--- config.mk ---
export PLATFORM = sky130hd
export DESIGN_NAME = powerup_rect_ctrl
export DESIGN_NICKNAME = d
export VERILOG_FILES = /design/src/rtl/powerup_rect_ctrl.sv
export SDC_FILE = /design/constraint.sdc
export NUM_CORES = 1
export LEC_CHECK = 0
export CAP_MARGIN = 20
export CORE_MARGIN = 3
export CORE_UTILIZATION = 25
export CTS_CLUSTER_SIZE = 8
export DETAILED_ROUTE_END_ITERATION = 16
export SYNTH_ARGS = -nofsm -noshare
export SYNTH_HDL_FRONTEND = slang
export SYNTH_SLANG_ARGS = --single-unit
--- constraint.sdc ---
create_clock -name clk -period 3.7 [get_ports clk]
set_input_delay 0.74 -clock clk [delete_from_list [all_inputs] [get_ports clk]]
set_output_delay 0.74 -clock clk [all_outputs]
set_load 0.03 [all_outputs]
--- src/rtl/powerup_rect_ctrl.sv ---
// Powerup sprite controller: spawn/lifetime/blink/collect FSM plus the registered
// rectangle hit test and pixel offsets that feed the 32x32 bitmap reader.
module powerup_rect_ctrl #(
  parameter int OBJECT_WIDTH    = 32,
  parameter int OBJECT_HEIGHT   = 32,
  parameter int SCREEN_W        = 640,
  parameter int SCREEN_H        = 480,
  parameter int LIFETIME_FRAMES = 600,
  parameter int BLINK_FRAMES    = 120,
  parameter int BLINK_PERIOD    = 8
) (
  input  logic        clk,
  input  logic        resetN,
  input  logic        startOfFrame,
  input  logic [10:0] pixelX,
  input  logic [10:0] pixelY,
  input  logic        spawn,
  input  logic [10:0] spawnX,
  input  logic [10:0] spawnY,
  input  logic        collision,
  output logic [10:0] offsetX,
  output logic [10:0] offsetY,
  output logic        InsideRectangle,
  output logic [10:0] topLeftX,
  output logic [10:0] topLeftY,
  output logic        active,
  output logic        collected,
  output logic        expired
);

  localparam int FW = $clog2(LIFETIME_FRAMES + 1);
  localparam int BW = $clog2(BLINK_PERIOD);

  localparam logic [1:0] S_HIDDEN = 2'd0;
  localparam logic [1:0] S_SHOWN  = 2'd1;
  localparam logic [1:0] S_BLINK  = 2'd2;

  localparam logic [FW-1:0] FRAME_ONE  = FW'(1);
  localparam logic [FW-1:0] SHOWN_END  = FW'(LIFETIME_FRAMES - BLINK_FRAMES);
  localparam logic [FW-1:0] LIFE_END   = FW'(LIFETIME_FRAMES);
  localparam logic [BW-1:0] BLINK_ONE  = BW'(1);
  localparam logic [BW-1:0] BLINK_LAST = BW'(BLINK_PERIOD - 1);
  localparam logic [10:0]   MAX_X      = 11'(SCREEN_W - OBJECT_WIDTH);
  localparam logic [10:0]   MAX_Y      = 11'(SCREEN_H - OBJECT_HEIGHT);
  localparam logic [11:0]   OBJ_W12    = 12'(OBJECT_WIDTH);
  localparam logic [11:0]   OBJ_H12    = 12'(OBJECT_HEIGHT);

  // Keeps the whole sprite on screen.
  function automatic logic [10:0] clamp_pos(input logic [10:0] v, input logic [10:0] lim);
    logic [10:0] r;
    if (v > lim) begin
      r = lim;
    end else begin
      r = v;
    end
    return r;
  endfunction

  logic [1:0]    state_q, state_d;
  logic [FW-1:0] frame_cnt_q, frame_cnt_d, frame_inc_s;
  logic [BW-1:0] blink_cnt_q, blink_cnt_d;
  logic          blink_on_q, blink_on_d;
  logic [10:0]   top_left_x_q, top_left_x_d;
  logic [10:0]   top_left_y_q, top_left_y_d;
  logic          collected_d, expired_d;
  logic          collected_q, expired_q, active_q;
  logic          inside_q;
  logic [10:0]   off_x_q, off_y_q;
  logic          hit_s;
  logic [10:0]   off_x_s, off_y_s;

  assign frame_inc_s = frame_cnt_q + FRAME_ONE;

  // Lifecycle next-state: collision outranks frame ticks and expiry.
  always_comb begin
    state_d      = state_q;
    frame_cnt_d  = frame_cnt_q;
    blink_cnt_d  = blink_cnt_q;
    blink_on_d   = blink_on_q;
    top_left_x_d = top_left_x_q;
    top_left_y_d = top_left_y_q;
    collected_d  = 1'b0;
    expired_d    = 1'b0;
    case (state_q)
      S_HIDDEN: begin
        if (spawn) begin
          top_left_x_d = clamp_pos(spawnX, MAX_X);
          top_left_y_d = clamp_pos(spawnY, MAX_Y);
          frame_cnt_d  = '0;
          blink_cnt_d  = '0;
          blink_on_d   = 1'b1;
          state_d      = S_SHOWN;
        end else begin
          state_d = S_HIDDEN;
        end
      end
      S_SHOWN: begin
        if (collision) begin
          collected_d = 1'b1;
          blink_on_d  = 1'b1;
          state_d     = S_HIDDEN;
        end else if (startOfFrame) begin
          frame_cnt_d = frame_inc_s;
          if (frame_inc_s == SHOWN_END) begin
            blink_cnt_d = '0;
            blink_on_d  = 1'b1;
            state_d     = S_BLINK;
          end else begin
            state_d = S_SHOWN;
          end
        end else begin
          state_d = S_SHOWN;
        end
      end
      S_BLINK: begin
        if (collision) begin
          collected_d = 1'b1;
          blink_on_d  = 1'b1;
          state_d     = S_HIDDEN;
        end else if (startOfFrame) begin
          frame_cnt_d = frame_inc_s;
          if (frame_inc_s == LIFE_END) begin
            expired_d  = 1'b1;
            blink_on_d = 1'b1;
            state_d    = S_HIDDEN;
          end else if (blink_cnt_q == BLINK_LAST) begin
            blink_cnt_d = '0;
            blink_on_d  = ~blink_on_q;
            state_d     = S_BLINK;
          end else begin
            blink_cnt_d = blink_cnt_q + BLINK_ONE;
            state_d     = S_BLINK;
          end
        end else begin
          state_d = S_BLINK;
        end
      end
      default: begin
        state_d    = S_HIDDEN;
        blink_on_d = 1'b1;
      end
    endcase
  end

  // Rectangle hit with 12-bit bounds so right/bottom edges cannot wrap.
  always_comb begin
    hit_s   = 1'b0;
    off_x_s = 11'd0;
    off_y_s = 11'd0;
    if ((state_q != S_HIDDEN) && blink_on_q &&
        ({1'b0, pixelX} >= {1'b0, top_left_x_q}) &&
        ({1'b0, pixelX} <  ({1'b0, top_left_x_q} + OBJ_W12)) &&
        ({1'b0, pixelY} >= {1'b0, top_left_y_q}) &&
        ({1'b0, pixelY} <  ({1'b0, top_left_y_q} + OBJ_H12))) begin
      hit_s   = 1'b1;
      off_x_s = pixelX - top_left_x_q;
      off_y_s = pixelY - top_left_y_q;
    end else begin
      hit_s   = 1'b0;
    end
  end

  // State, counters and registered outputs.
  always_ff @(posedge clk or negedge resetN) begin
    if (!resetN) begin
      state_q      <= S_HIDDEN;
      frame_cnt_q  <= '0;
      blink_cnt_q  <= '0;
      blink_on_q   <= 1'b1;
      top_left_x_q <= 11'd0;
      top_left_y_q <= 11'd0;
      collected_q  <= 1'b0;
      expired_q    <= 1'b0;
      active_q     <= 1'b0;
      inside_q     <= 1'b0;
      off_x_q      <= 11'd0;
      off_y_q      <= 11'd0;
    end else begin
      state_q      <= state_d;
      frame_cnt_q  <= frame_cnt_d;
      blink_cnt_q  <= blink_cnt_d;
      blink_on_q   <= blink_on_d;
      top_left_x_q <= top_left_x_d;
      top_left_y_q <= top_left_y_d;
      collected_q  <= collected_d;
      expired_q    <= expired_d;
      active_q     <= (state_d != S_HIDDEN);
      inside_q     <= hit_s;
      off_x_q      <= off_x_s;
      off_y_q      <= off_y_s;
    end
  end

  assign offsetX         = off_x_q;
  assign offsetY         = off_y_q;
  assign InsideRectangle = inside_q;
  assign topLeftX        = top_left_x_q;
  assign topLeftY        = top_left_y_q;
  assign active          = active_q;
  assign collected       = collected_q;
  assign expired         = expired_q;

endmodule
# Word-level counts from Yosys, hierarchy flattened
# Index checks and enable logic that the tools add are counted.
# classes
add_sub_neg	6
n_mul	0
n_div	0
n_lt_le_gt_ge	6
eq_ne	18
n_shift	0
n_mux	41
bitwise_logic	1
n_reduce_logical	15
# op_table
operator	n
11-bit 2-to-1 mux	4
10-bit 2-to-1 mux	3
11-bit by 6-bit adder with 12-bit output, second input constant	2
11-bit by 12-bit less-than comparator with 1-bit output	2
3-bit 2-to-1 mux	8
11-bit >= comparator	2
11-bit subtractor	2
10-bit one-hot mux with 2 select lines	1
1-bit 2-to-1 mux	16
2-bit != test, second input constant	8
2-bit 2-to-1 mux	6
11-bit by 10-bit > comparator with 1-bit output, second input constant	1
11-bit by 9-bit > comparator with 1-bit output, second input constant	1
10-bit by 1-bit adder with 10-bit output, second input constant	1
10-bit == test, second input constant	1
10-bit by 9-bit == test with 1-bit output, second input constant	1
3-bit != test, second input constant	3
3-bit one-hot mux with 3 select lines	1
8-bit AND reduction	1
2-bit one-hot mux with 3 select lines	1
2-bit nonzero test	3
1-bit logical AND	5
5-bit AND reduction	1
4-bit != test, second input constant	1
12 further kinds	12
# totals
reg_bits	64
latchBits	0
ram_bits	0
rom_bits	0
in_bits	49
out_inout_bits	48
wordCells	99
memories	0

# Depth between registers and ports, before layout
# depth
ltp_word	7
mapped_depth	12
depth_no_buf	11

# Worst setup path before layout
# Ideal clock, no wire load.
# synth_timing
kind	input port to flip-flop
startpoint	input port pixelY[0]
endpoint	register off_x_q[0], in the netlist offsetX[0]
setup_ns	0.073
t_arrival_ns	2.831
required_time_ns	3.627
setup_slack_ns	0.796
stages	12
path_buffers	1
path_cell_list	inv_1 -> ha_1 -> inv_1 -> fa_1 -> a21o_1 -> a21o_1 -> a21oi_1 -> o311a_1 -> o32ai_1 -> nor4_1 -> clkbuf_1 -> nor2b_1
# synth_via
elab_chain_len	4
word_cells_on_any_way	5
cone_classes	order compare: 2; mux: 1; reduce/logical: 2
# synth_rtl
element	line_no	text
start: declaration	16	input logic [10:0] pixelY,
11-bit >= comparator	153	({1'b0, pixelY} >= {1'b0, top_left_y_q}) &&
1-bit logical AND	152	({1'b0, pixelX} < ({1'b0, top_left_x_q} + OBJ_W12)) &&
1-bit logical AND (*)	153	
11-bit 2-to-1 mux (*)	150	if ((state_q != S_HIDDEN) && blink_on_q &&
net off_x_s[0]	70	logic [10:0] off_x_s, off_y_s;
end signal: assignment	189	off_x_q <= off_x_s;
end: declaration	68	logic [10:0] off_x_q, off_y_q;
# Mark *: on every way through the listed nets, which the timed path passes. The rest lies on a longest branch.
# A chain may end at the register's enable or synchronous reset.

# Worst setup path in the final report
# layout_timing
startpoint	input port pixelX[0]
endpoint	register off_x_q[10], in the netlist offsetX[10]
# layout_via
elab_chain_len	6
word_cells_on_any_way	8
cone_classes	add/sub: 1; order compare: 2; mux: 1; reduce/logical: 4
# layout_rtl
element	line_no	text
start: declaration	15	input logic [10:0] pixelX,
11-bit >= comparator	151	({1'b0, pixelX} >= {1'b0, top_left_x_q}) &&
1-bit logical AND	150	
1-bit logical AND	151	
1-bit logical AND	152	
1-bit logical AND	153	
11-bit 2-to-1 mux (*)	150	
net off_x_s[10]	70	
# Marked as above.

==> summary.md <==
| Metric | Value |
|---|---|
| Capturing element type of the critical path | register |
| Ranking of synthesized cells by instance count | 63 x dfrtp_1, 45 x ha_1, 37 x nand2_1 |
| Leading cell types by total area after synthesis | dfrtp_1 37%, ha_1 13%, o21ai_0 3.6%, xnor2_1 3.5%, nand2_1 3.3% |
| Global-route usage over all layers | 12.6% |
| Max-Cap Viols | 0 |
| # diodes | 0 |
| Post-synthesis instance total | 456 |
| Nets@finish | 653 |
| Routability congestion estimate from global placement | 0.872 |
| Cell seen most often among critical-path stages | inv_1 |
| Largest net degree at the start of global routing | 30 |
| Per-cell via count in the routed design | 4.68 |
| TritonCTS clock tree | yes |
| Number of CTS-inserted buffers | 9 |
| Post_cts resized | 0 |
| Vias post-DR | roughly 3.7k |
| Clock slew at the register clock pins of the worst setup and hold paths | 0.06 ns |
| Dominant combinational cell family by area after synthesis | simple AND/OR/NAND/NOR gates |
| Horizontal die dimension | 137 um |
| Remaining routing DRC violations | 0 |
| Number of I/O port buffers | 96 |
| Number of post-CTS setup repair buffers | 0 |
| Buffers plus inverters on the worst setup path | 3 |
| Critical path's slowest cell | a2111oi_0 |
| Standard-cell row count | 47 |
| Number of endpoints with negative hold slack in the final report | 0 |
| Post-Synth XOR/XNOR Area | 5.97% |
| Critical-path maximum fanout | 2 |
| Core region area | 16600 um^2 |
| Crit path largest cell delay | 0.43 ns |
| Leading register cell type out of synthesis | dfrtp_1 |
| Routed wire length per instance | approximately 15 um |
| Average footprint of a synthesized cell | 9.34 um^2 |
| Insertion delay of the later-clocked pin in the worst-skew pair | approximately 0.34 ns |
| Number of iterations in the first detailed-routing pass | 4 |
| IR drop worst, VDD | 0.243 mV |
| Compound-cell area share of the yosys netlist | between 10% and 20% |
| Worst hold path class | input pin to async pin |
| Post-Syn Nets | between 500 and 600 |
| Die Span Y | around 140 um |
| Starting Density | around a quarter |
| Share of synthesized cell area in full adder, half adder and majority cells | 14.2% |
| Final-layout setup total negative slack | 0 ns |
| Mux contribution to synthesized area | less than 1% |
| Starting DRC count in detailed routing | about 190 |
| Transition time at the pin with the least slew margin | between 0.6 and 0.7 ns |
| Estimated wirelength of the detail-placed design | 9290 um |
| Post-Syn Area | between 4000 and 5000 um^2 |
| Share of the yosys chip area belonging to registers | 37.6% |
| Area share of and/or/nand/nor cells after synthesis | 19.9% |
| Fraction of synthesized cell area taken by the top area cell type | 37.0% |
| Worst setup slack for register-to-register paths | 0.85 ns |
| Top delay family on crit path | compound AO/OA/AOI/OAI gates |
| Antenna violations before repair | 0 |
| Post-route core utilization | 34.7% |
| Clock tree root buffer cell | clkbuf_16 |
| Min cycle time layout | 3.01 ns |
| Total wire length | between 10000 and 15000 um |
| Clk_skew | around 0.011 ns |
| Area enclosed by the die boundary | about 19000 um^2 |
| Count of flip-flops with a built-in enable after synthesis | 0 |
| DRT antenna net count | 0 |
| Max Buffers Root-to-Sink | 2 |
| Maximum level of the CTS H-tree | 3 |
| Critical path launch point type | input pin |
| Static Leakage | 2.52 nW |
| Critical path arrival | between 3 and 4 ns |
| Maximum achievable frequency | roughly 330 MHz |
| Cell variety after synth | approximately 60 |
| Count of clock tree sinks | 64 |
| Worst path required time | 3.94 ns |
| Largest area contributor in the netlist | dfrtp_1 |
| Fraction of layout cells with a size suffix above 1 | 5.69% |
| Number of hold buffers added after cts | 0 |
| Via count of the first global-routing pass | 3692 |
| Pwr Density | 411 nW/um^2 |
| Period Utilization, post-route | 81.3% |
| Unrepaired setup endpoints after global routing | false |
| Yosys warning total | 0 |
| Headroom to the max-slew limit | 54.8% |
| Status | complete, no violations |
| Ordered cell list for the critical path | clkdlybuf4s50_1 > inv_1 > ha_1 > inv_1 > fa_1 > a21o_1 > a21oi_1 > o21ai_0 > a2111oi_0 > nor3_1 > xor2_1 > and2_1 |
| Flip-flop and latch count after synthesis | 64 |
| Final setup violation count | 0 |
| Crit path kind | input pin to register |
| Proportion of synthesized flip-flops having asynchronous set or reset | 100% |
| Area growth, synth to finish | 35.7% |
| Most common cell in the synthesized netlist | dfrtp_1 |
| Max-slew violation count | 0 |
| Wire length of the first global-routing pass | 18300 um |
| Grt ovf | 0 |
| Boundary Pins | 97 |
==> stage by stage <==
step,instance area (um^2),instances,hold slack (ns),setup slack [ns],total power [mW]
3_5_place_dp,5470,766,0.523,0.322,1.52
3_3_place_gp,5470,766,0.507,0.361,1.51
5_1_grt,5780,782,0.467,0.516,2.50
2_1_floorplan,4260,456,0.444,0.796,1.24
4_1_cts,5780,782,0.443,0.660,2.40
6_report,5780,782,0.429,0.691,2.37
==> logic make-up (layout without fill, tap and decap cells) <==
logic type | Yosys count | count (layout)
simple gates | 157 | 157
compound gates | 110 | 110
buf+inv | 48 | 154
xor+xnor | 29 | 29
mux | 1 | 1
flops | 64 | 64
fa+ha+maj | 47 | 47
==> cell type report <==
cell class / instances / area, um^2
Clock inverter: 6 / 68.8
Timing Repair Buffer: 102 / 1000
Fill cell: 1675 / 10900
Tap cell: 220 / 275
Inverter: 36 / 135
Clock buffer: 10 / 239
Multi-Input combinational cell: 344 / 2460
Sequential cell: 64 / 1600
==> cells in the final DEF, fill, tap and decap left out, drive strengths merged, types with 3 or more instances in the layout <==
cell,count
nand3b,3
ha,45
o31ai,3
a22o,3
inv,36
o21bai,3
nand4,7
nor2,27
a21oi,22
o21a,3
xor2,12
buf,7
o211ai,3
nor2b,9
nor3,9
a31oi,4
xnor2,17
clkinv,4
nand3,19
nand2b,5
dfrtp,63
nand2,37
or3,5
clkbuf,10
a22oi,3
a21o,15
and2,20
and3,3
nor4,5
o21ai,31
clkdlybuf4s50,95
==> registers in the layout (all words and copies together) (netlist names) <==
register,cells
state_q,2
topLeftX,11
topLeftY,11
InsideRectangle,1
collected,1
blink_cnt_q,3
active,1
frame_cnt_q,10
blink_on_q,1
offsetX,11
expired,1
offsetY,11
==> per-layer routing <==
metal  GRT usage [%]  up-vias  wire (um)
met1            15.1     1755       5040
li1                -     1819          -
met5               0        -          0
met2            21.6       69       5690
met3            3.53       18        518
met4            4.09        0        204
==> worst reg2reg max path, stage by stage (launching register included) <==
cell and delay [ns]:
dfrtp_1 0.43, ha_1 0.27, xnor2_1 0.15, ha_1 0.30, a21o_1 0.16, a21o_1 0.16, a2111oi_0 0.47, a21oi_1 0.17
nor4_2 0.26, buf_4 0.24, and3_1 0.19
==> power breakdown <==
group	internal, mW	switching, mW
Clock	0.541	0.324
Combinational	0.313	0.397
Sequential	0.748	0.0501
Total	1.60	0.770
==> path summary, 6_finish.rpt <==
check / cells past startpoint / to / startpoint
setup / recovery: 12 / offsetX[10] / pixelX[0]
hold / removal: 1 / offsetX[8] / resetN
setup reg to reg: 10 / offsetX[3] / topLeftX[5]
hold reg to reg: 2 / blink_on_q / blink_on_q
max in group asynchronous: 2 / blink_on_q / resetN
min in group clk: 2 / blink_on_q / blink_on_q
Power figures use the tool's default switching activity.
